## src/rtl/hazard_pkg.sv

```systemverilog
// Shared encodings for the RV32I hazard/forwarding controller.
// Forward-mux selects and the hazard FSM state type.
package hazard_pkg;

  localparam logic [1:0] FWD_RF = 2'b00;
  localparam logic [1:0] FWD_EX = 2'b01;
  localparam logic [1:0] FWD_WB = 2'b10;

  typedef enum logic [1:0] {
    ST_RUN      = 2'b00,
    ST_LD_STALL = 2'b01,
    ST_FLUSH    = 2'b10
  } hz_state_e;

endpackage

```

## src/rtl/hazard_fwd_cmp.sv

```systemverilog
// One source operand against the EX/WB shadow slots.
// Yields the operand mux select and a load-use flag.
module hazard_fwd_cmp
  import hazard_pkg::*;
#(
  parameter int REG_AW = 5
) (
  input  logic [REG_AW-1:0] i_rs,
  input  logic              i_rs_used,
  input  logic              i_ex_v,
  input  logic [REG_AW-1:0] i_ex_rd,
  input  logic              i_ex_we,
  input  logic              i_ex_ld,
  input  logic              i_wb_v,
  input  logic [REG_AW-1:0] i_wb_rd,
  input  logic              i_wb_we,
  output logic [1:0]        o_sel,
  output logic              o_ld_use
);

  logic w_rs_live;
  logic w_ex_hit;
  logic w_wb_hit;
  logic w_wb_only;

  assign w_rs_live = i_rs_used & (|i_rs);
  assign w_ex_hit  = w_rs_live & i_ex_v & i_ex_we
                   & (i_ex_rd == i_rs);
  assign w_wb_hit  = w_rs_live & i_wb_v & i_wb_we
                   & (i_wb_rd == i_rs);
  assign w_wb_only = w_wb_hit & ~w_ex_hit;

  // A load in EX has no data yet; the FSM stalls instead.
  assign o_ld_use = w_ex_hit & i_ex_ld;

  always_comb begin
    o_sel = FWD_RF;
    unique case (1'b1)
      w_ex_hit:  o_sel = i_ex_ld ? FWD_RF : FWD_EX;
      w_wb_only: o_sel = FWD_WB;
      default:   o_sel = FWD_RF;
    endcase
  end

endmodule

```

## src/rtl/hazard_fwd_ctrl.sv

```systemverilog
// Hazard controller: forwarding selects, load-use stall, redirect flush.
// Define HAZARD_PERF_EN to add saturating stall/flush cycle counters.
module hazard_fwd_ctrl
  import hazard_pkg::*;
#(
  parameter int REG_AW       = 5,
  parameter int FLUSH_CYCLES = 1,
  parameter int CNT_W        = 32
) (
  input  logic              clk,
  input  logic              rst_n,
  input  logic              id_valid,
  input  logic [REG_AW-1:0] id_rs1,
  input  logic [REG_AW-1:0] id_rs2,
  input  logic              id_rs1_used,
  input  logic              id_rs2_used,
  input  logic [REG_AW-1:0] id_rd,
  input  logic              id_reg_we,
  input  logic              id_is_load,
  input  logic              ex_redirect,
  input  logic              mem_ready,
  output logic [1:0]        fwd_a_sel,
  output logic [1:0]        fwd_b_sel,
  output logic              stall,
  output logic              flush
`ifdef HAZARD_PERF_EN
  ,
  output logic [CNT_W-1:0]  perf_stall_cnt,
  output logic [CNT_W-1:0]  perf_flush_cnt
`endif
);

  localparam logic [1:0] FL_RELOAD = 2'(FLUSH_CYCLES - 1);

  if (CNT_W < 1 || FLUSH_CYCLES < 1 || FLUSH_CYCLES > 3)
  begin : g_bad_param
    $error("hazard_fwd_ctrl: illegal parameter");
  end

  hz_state_e         r_state;
  hz_state_e         w_state_nxt;
  logic [1:0]        r_fl_cnt;
  logic [1:0]        w_fl_cnt_nxt;

  logic              r_ex_v;
  logic [REG_AW-1:0] r_ex_rd;
  logic              r_ex_we;
  logic              r_ex_ld;
  logic              r_wb_v;
  logic [REG_AW-1:0] r_wb_rd;
  logic              r_wb_we;

  logic              w_lu_a;
  logic              w_lu_b;
  logic              w_ld_use;

  hazard_fwd_cmp #(.REG_AW(REG_AW)) u_cmp_a (
    .i_rs      (id_rs1),
    .i_rs_used (id_rs1_used),
    .i_ex_v    (r_ex_v),
    .i_ex_rd   (r_ex_rd),
    .i_ex_we   (r_ex_we),
    .i_ex_ld   (r_ex_ld),
    .i_wb_v    (r_wb_v),
    .i_wb_rd   (r_wb_rd),
    .i_wb_we   (r_wb_we),
    .o_sel     (fwd_a_sel),
    .o_ld_use  (w_lu_a)
  );

  hazard_fwd_cmp #(.REG_AW(REG_AW)) u_cmp_b (
    .i_rs      (id_rs2),
    .i_rs_used (id_rs2_used),
    .i_ex_v    (r_ex_v),
    .i_ex_rd   (r_ex_rd),
    .i_ex_we   (r_ex_we),
    .i_ex_ld   (r_ex_ld),
    .i_wb_v    (r_wb_v),
    .i_wb_rd   (r_wb_rd),
    .i_wb_we   (r_wb_we),
    .o_sel     (fwd_b_sel),
    .o_ld_use  (w_lu_b)
  );

  assign w_ld_use = w_lu_a | w_lu_b;

  always_comb begin
    w_state_nxt  = r_state;
    w_fl_cnt_nxt = r_fl_cnt;
    stall        = 1'b0;
    flush        = 1'b0;
    unique case (r_state)
      ST_RUN: begin
        if (ex_redirect) begin
          flush        = 1'b1;
          w_fl_cnt_nxt = FL_RELOAD;
          w_state_nxt  = (FL_RELOAD == 2'd0) ? ST_RUN
                                             : ST_FLUSH;
        end else if (id_valid && w_ld_use) begin
          stall       = 1'b1;
          w_state_nxt = ST_LD_STALL;
        end
      end
      ST_LD_STALL: begin
        stall = 1'b1;
        if (mem_ready) begin
          w_state_nxt = ST_RUN;
        end
      end
      ST_FLUSH: begin
        flush = 1'b1;
        if (ex_redirect) begin
          w_fl_cnt_nxt = FL_RELOAD;
        end else begin
          w_fl_cnt_nxt = r_fl_cnt - 2'd1;
        end
        if (w_fl_cnt_nxt == 2'd0) begin
          w_state_nxt = ST_RUN;
        end
      end
      default: begin
        w_state_nxt  = ST_RUN;
        w_fl_cnt_nxt = 2'd0;
      end
    endcase
  end

  always_ff @(posedge clk or negedge rst_n) begin
    if (!rst_n) begin
      r_state  <= ST_RUN;
      r_fl_cnt <= 2'd0;
    end else begin
      r_state  <= w_state_nxt;
      r_fl_cnt <= w_fl_cnt_nxt;
    end
  end

  // The stalled load waits in WB for its data, so WB holds in LD_STALL.
  always_ff @(posedge clk or negedge rst_n) begin
    if (!rst_n) begin
      r_wb_v  <= 1'b0;
      r_wb_rd <= '0;
      r_wb_we <= 1'b0;
    end else if (r_state != ST_LD_STALL) begin
      r_wb_v  <= r_ex_v;
      r_wb_rd <= r_ex_rd;
      r_wb_we <= r_ex_we;
    end
  end

  always_ff @(posedge clk or negedge rst_n) begin
    if (!rst_n) begin
      r_ex_v  <= 1'b0;
      r_ex_rd <= '0;
      r_ex_we <= 1'b0;
      r_ex_ld <= 1'b0;
    end else if (stall || flush) begin
      r_ex_v  <= 1'b0;
      r_ex_rd <= '0;
      r_ex_we <= 1'b0;
      r_ex_ld <= 1'b0;
    end else begin
      r_ex_v  <= id_valid;
      r_ex_rd <= id_rd;
      r_ex_we <= id_reg_we;
      r_ex_ld <= id_is_load;
    end
  end

`ifdef HAZARD_PERF_EN
  always_ff @(posedge clk or negedge rst_n) begin
    if (!rst_n) begin
      perf_stall_cnt <= '0;
      perf_flush_cnt <= '0;
    end else begin
      if (stall && !(&perf_stall_cnt)) begin
        perf_stall_cnt <= perf_stall_cnt + CNT_W'(1);
      end
      if (flush && !(&perf_flush_cnt)) begin
        perf_flush_cnt <= perf_flush_cnt + CNT_W'(1);
      end
    end
  end
`endif

endmodule

```

## config.mk

```make
export PLATFORM = sky130hd
export DESIGN_NAME = hazard_fwd_ctrl
export DESIGN_NICKNAME = d
export VERILOG_FILES = /design/src/rtl/hazard_pkg.sv /design/src/rtl/hazard_fwd_cmp.sv /design/src/rtl/hazard_fwd_ctrl.sv
export SDC_FILE = /design/constraint.sdc
export NUM_CORES = 1
export LEC_CHECK = 0
export ABC_AREA = 1
export CAP_MARGIN = 20
export CORE_MARGIN = 8
export CORE_UTILIZATION = 43
export CTS_BUF_LIST = sky130_fd_sc_hd__clkbuf_4
export CTS_CLUSTER_DIAMETER = 30
export DETAILED_ROUTE_END_ITERATION = 12
export PLACE_DENSITY = 0.81
export SYNTH_ARGS = -nofsm -noshare
export SYNTH_HDL_FRONTEND = slang
export SYNTH_HIERARCHICAL = 1
export SYNTH_SLANG_ARGS = --single-unit
```

## constraint.sdc

```tcl
create_clock -name clk -period 1.3 [get_ports clk]
set_input_delay 0.195 -clock clk [delete_from_list [all_inputs] [get_ports clk]]
set_output_delay 0.195 -clock clk [all_outputs]
set_load 0.005 [all_outputs]
```

==> run summary <==
RSZ-0062 raised after global routing: yes
hold_ws: 0.2168 ns
slew of the pin with the lowest slew margin: 0.1949 ns
Clock transition at path regs: 0.09 ns
Final Skew: 0.005083 ns
first-pass GRT wire length: 4.968 mm
crit path kind: flop to output pin
Inserted Clock Buffers: 3
Overall Power: 1.077 mW
#FFs+latches synth: 16
Final Cycle Share: 150.1%
vias per cell: 4.478
Mapped Area: 1189 sq um
area delta synth->final: 50.74%
flop2flop setup slack: -0.43 ns
commonest non-fill, non-tap cell in the layout: nand2_1
worst-path maximum fanout: 3
die area: 4703 sq um
CTS root buf: clkbuf_4
Die X: 68.58 um
Max IR drop VDD: 0.0005304 V
largest net degree at the start of global routing: 17
setup ws final: -0.6509 ns
layout cell share with drive strength beyond 1: 31.02%
setup violators final: 14
R2R depth: 13
Finished Layout Cells: 276
vias in the first global route: 1215
setup TNS: -6.464 ns
CTS sink count: 16
routability cong.: 0.8246
leakage: 1.020 nW
ant diodes: 0
number of remaining DRC errors: 0
maxcap violations: 0
Tmin final: 1.951 ns
initial DRC count: 38
Pre-antenna DRT Iters: 4
Antenna Nets Post-Route: 0
Core Area: 2686 sq um
Fin. Hold Viols: 0
RR Startpoint: r_ex_rd[1]
DIE HEIGHT: 68.58 um
Skew-Pair Late Insertion Delay: 0.29 ns
power density cells: 601.2 nW/um^2
CTS HTree Levels: 1
# rows: 19
CTS max path bufs: 2
reg2reg end: r_state[0]
area of placed instances: 1699 sq um
most frequent cells in the layout: 62 x nand2_1, 39 x inv_1, 26 x buf_4, 16 x nor2_1, 16 x clkdlybuf4s50_1
final wirelength: 2.908 mm
Util after Layout: 66.70%
max-slew violation count: 0
Total Nets Final: 271
Max-Slew Margin vs Limit: 87.00%
Worst Setup End Kind: output pin
syn nets: 207
worst min path class: input pin to async pin
status: complete, but fails checks
CTS tree: yes
initial antenna violation count: 0
fmax: 0.5126 GHz
failing checks: negative setup slack
Vias: 1236
CP Data Required Time: 1.11 ns
CP arrival: 1.76 ns
Ports: 30
PortBufs: 29
Avg WL per Cell: 10.54 um
CP startpoint kind: flop
Netlist cell types: 19
total of warnings raised by yosys: 6
synthesized area per cell: 6.495 sq um
Starting Density: 44.25%
pre-CTS WS: -0.9136 ns
cell count after placement: 266
grt total ovfl: 0
post-detailed-placement half-perimeter wirelength: 2.308 mm
register area share after synthesis: 33.68%
total global-route track usage: 13.72%
Mapped Cells: 183
fin area: 1792 sq um
## layer usage
| layer | up-vias | wire length (um) | global-route usage, % |
|---|---|---|---|
| met3 | 9 | 120 | 1.616 |
| li1 | 650 | - | - |
| met4 | 0 | 88 | 7.928 |
| met5 | - | 0 | 0 |
| met2 | 27 | 1524 | 24.16 |
| met1 | 550 | 1175 | 15.63 |
## worst max-delay path, cell delays in order (launching register included)
cell and delay [ns]:
dfrtp_1 0.39, inv_1 0.08, nand2_1 0.07, o21ai_1 0.07
nor2_1 0.13, nand3_2 0.11, buf_4 0.15, buf_4 0.12
buf_4 0.13, nor3_2 0.08, buf_2 0.13
## sequential cells by signal, indices dropped and copies added, names as in the netlist
signal,cells
r_state,1
r_ex_ld,1
r_ex_we,1
r_wb_v,1
r_wb_we,1
r_ex_v,1
r_ex_rd,5
r_wb_rd,5
## logic make-up after synthesis
| group | after synthesis | share of synthesized area, % |
|---|---|---|
| DFF | 16 | 33.68 |
| AOI/OAI and AO/OA | 5 | 3.053 |
| muxes | 1 | 0.8421 |
| and+or+nand+nor | 111 | 43.68 |
| xor gates and xnor gates | 4 | 2.947 |
| buffers and inverters | 46 | 15.79 |
## where the power goes
group          switching [mW]  total (mW)  internal, mW
Sequential             0.0290       0.550         0.521
Clock                   0.146       0.253         0.108
Combinational           0.131       0.273         0.142
Total                   0.306        1.08         0.772
## synthesized netlist by cell type
| master | n | area [sq um] |
|---|---|---|
| a21oi_1 | 2 | 10.01 |
| buf_6 | 1 | 11.26 |
| dfrtp_1 | 16 | 400.4 |
| inv_1 | 39 | 146.4 |
| inv_2 | 5 | 18.77 |
| inv_8 | 1 | 11.26 |
| mux2i_1 | 1 | 10.01 |
| nand2_1 | 63 | 236.5 |
| nand2_2 | 5 | 31.28 |
| nand3_1 | 7 | 35.03 |
| nand3_2 | 2 | 20.02 |
| nand3_4 | 1 | 17.52 |
| nor2_1 | 19 | 71.32 |
| nor2_2 | 9 | 56.30 |
| nor2_4 | 1 | 11.26 |
| nor3_2 | 4 | 40.04 |
| o21ai_0 | 2 | 10.01 |
| o21ai_4 | 1 | 16.27 |
| xor2_1 | 4 | 35.03 |
## repair_timing
action | in CTS | in global routing
resized for setup | 36 | 8
endpoints found under the hold margin | 0 | 0
setup buffers | 5 | 2
gates cloned | 0 | 0
endpoints found under the setup margin | 15 | 14
hold buffers | 0 | 0
pin swaps | 10 | 10
## worst max-delay path by stage
stage	from	end	slack, ns	cells past startpoint
final	r_ex_rd[1]	fwd_a_sel[0]	-0.65	10
after global routing	r_ex_rd[1]	stall	-0.81	12
after CTS	r_ex_rd[1]	stall	-0.64	12
after detailed placement	id_rs2[4]	stall	-0.91	12
after global placement	id_rs1[0]	stall	-0.88	12
after floorplan	r_ex_rd[0]	stall	-0.09	10
## cell type report
class / instances / area [sq um]
fill: 244 / 894.6
multi-input combinational: 121 / 638.1
timing repair buffer: 60 / 513.0
sequential: 16 / 402.9
inverter: 45 / 176.4
tap: 31 / 38.79
clock buffer: 3 / 22.52
Power figures use the tool's default switching activity.
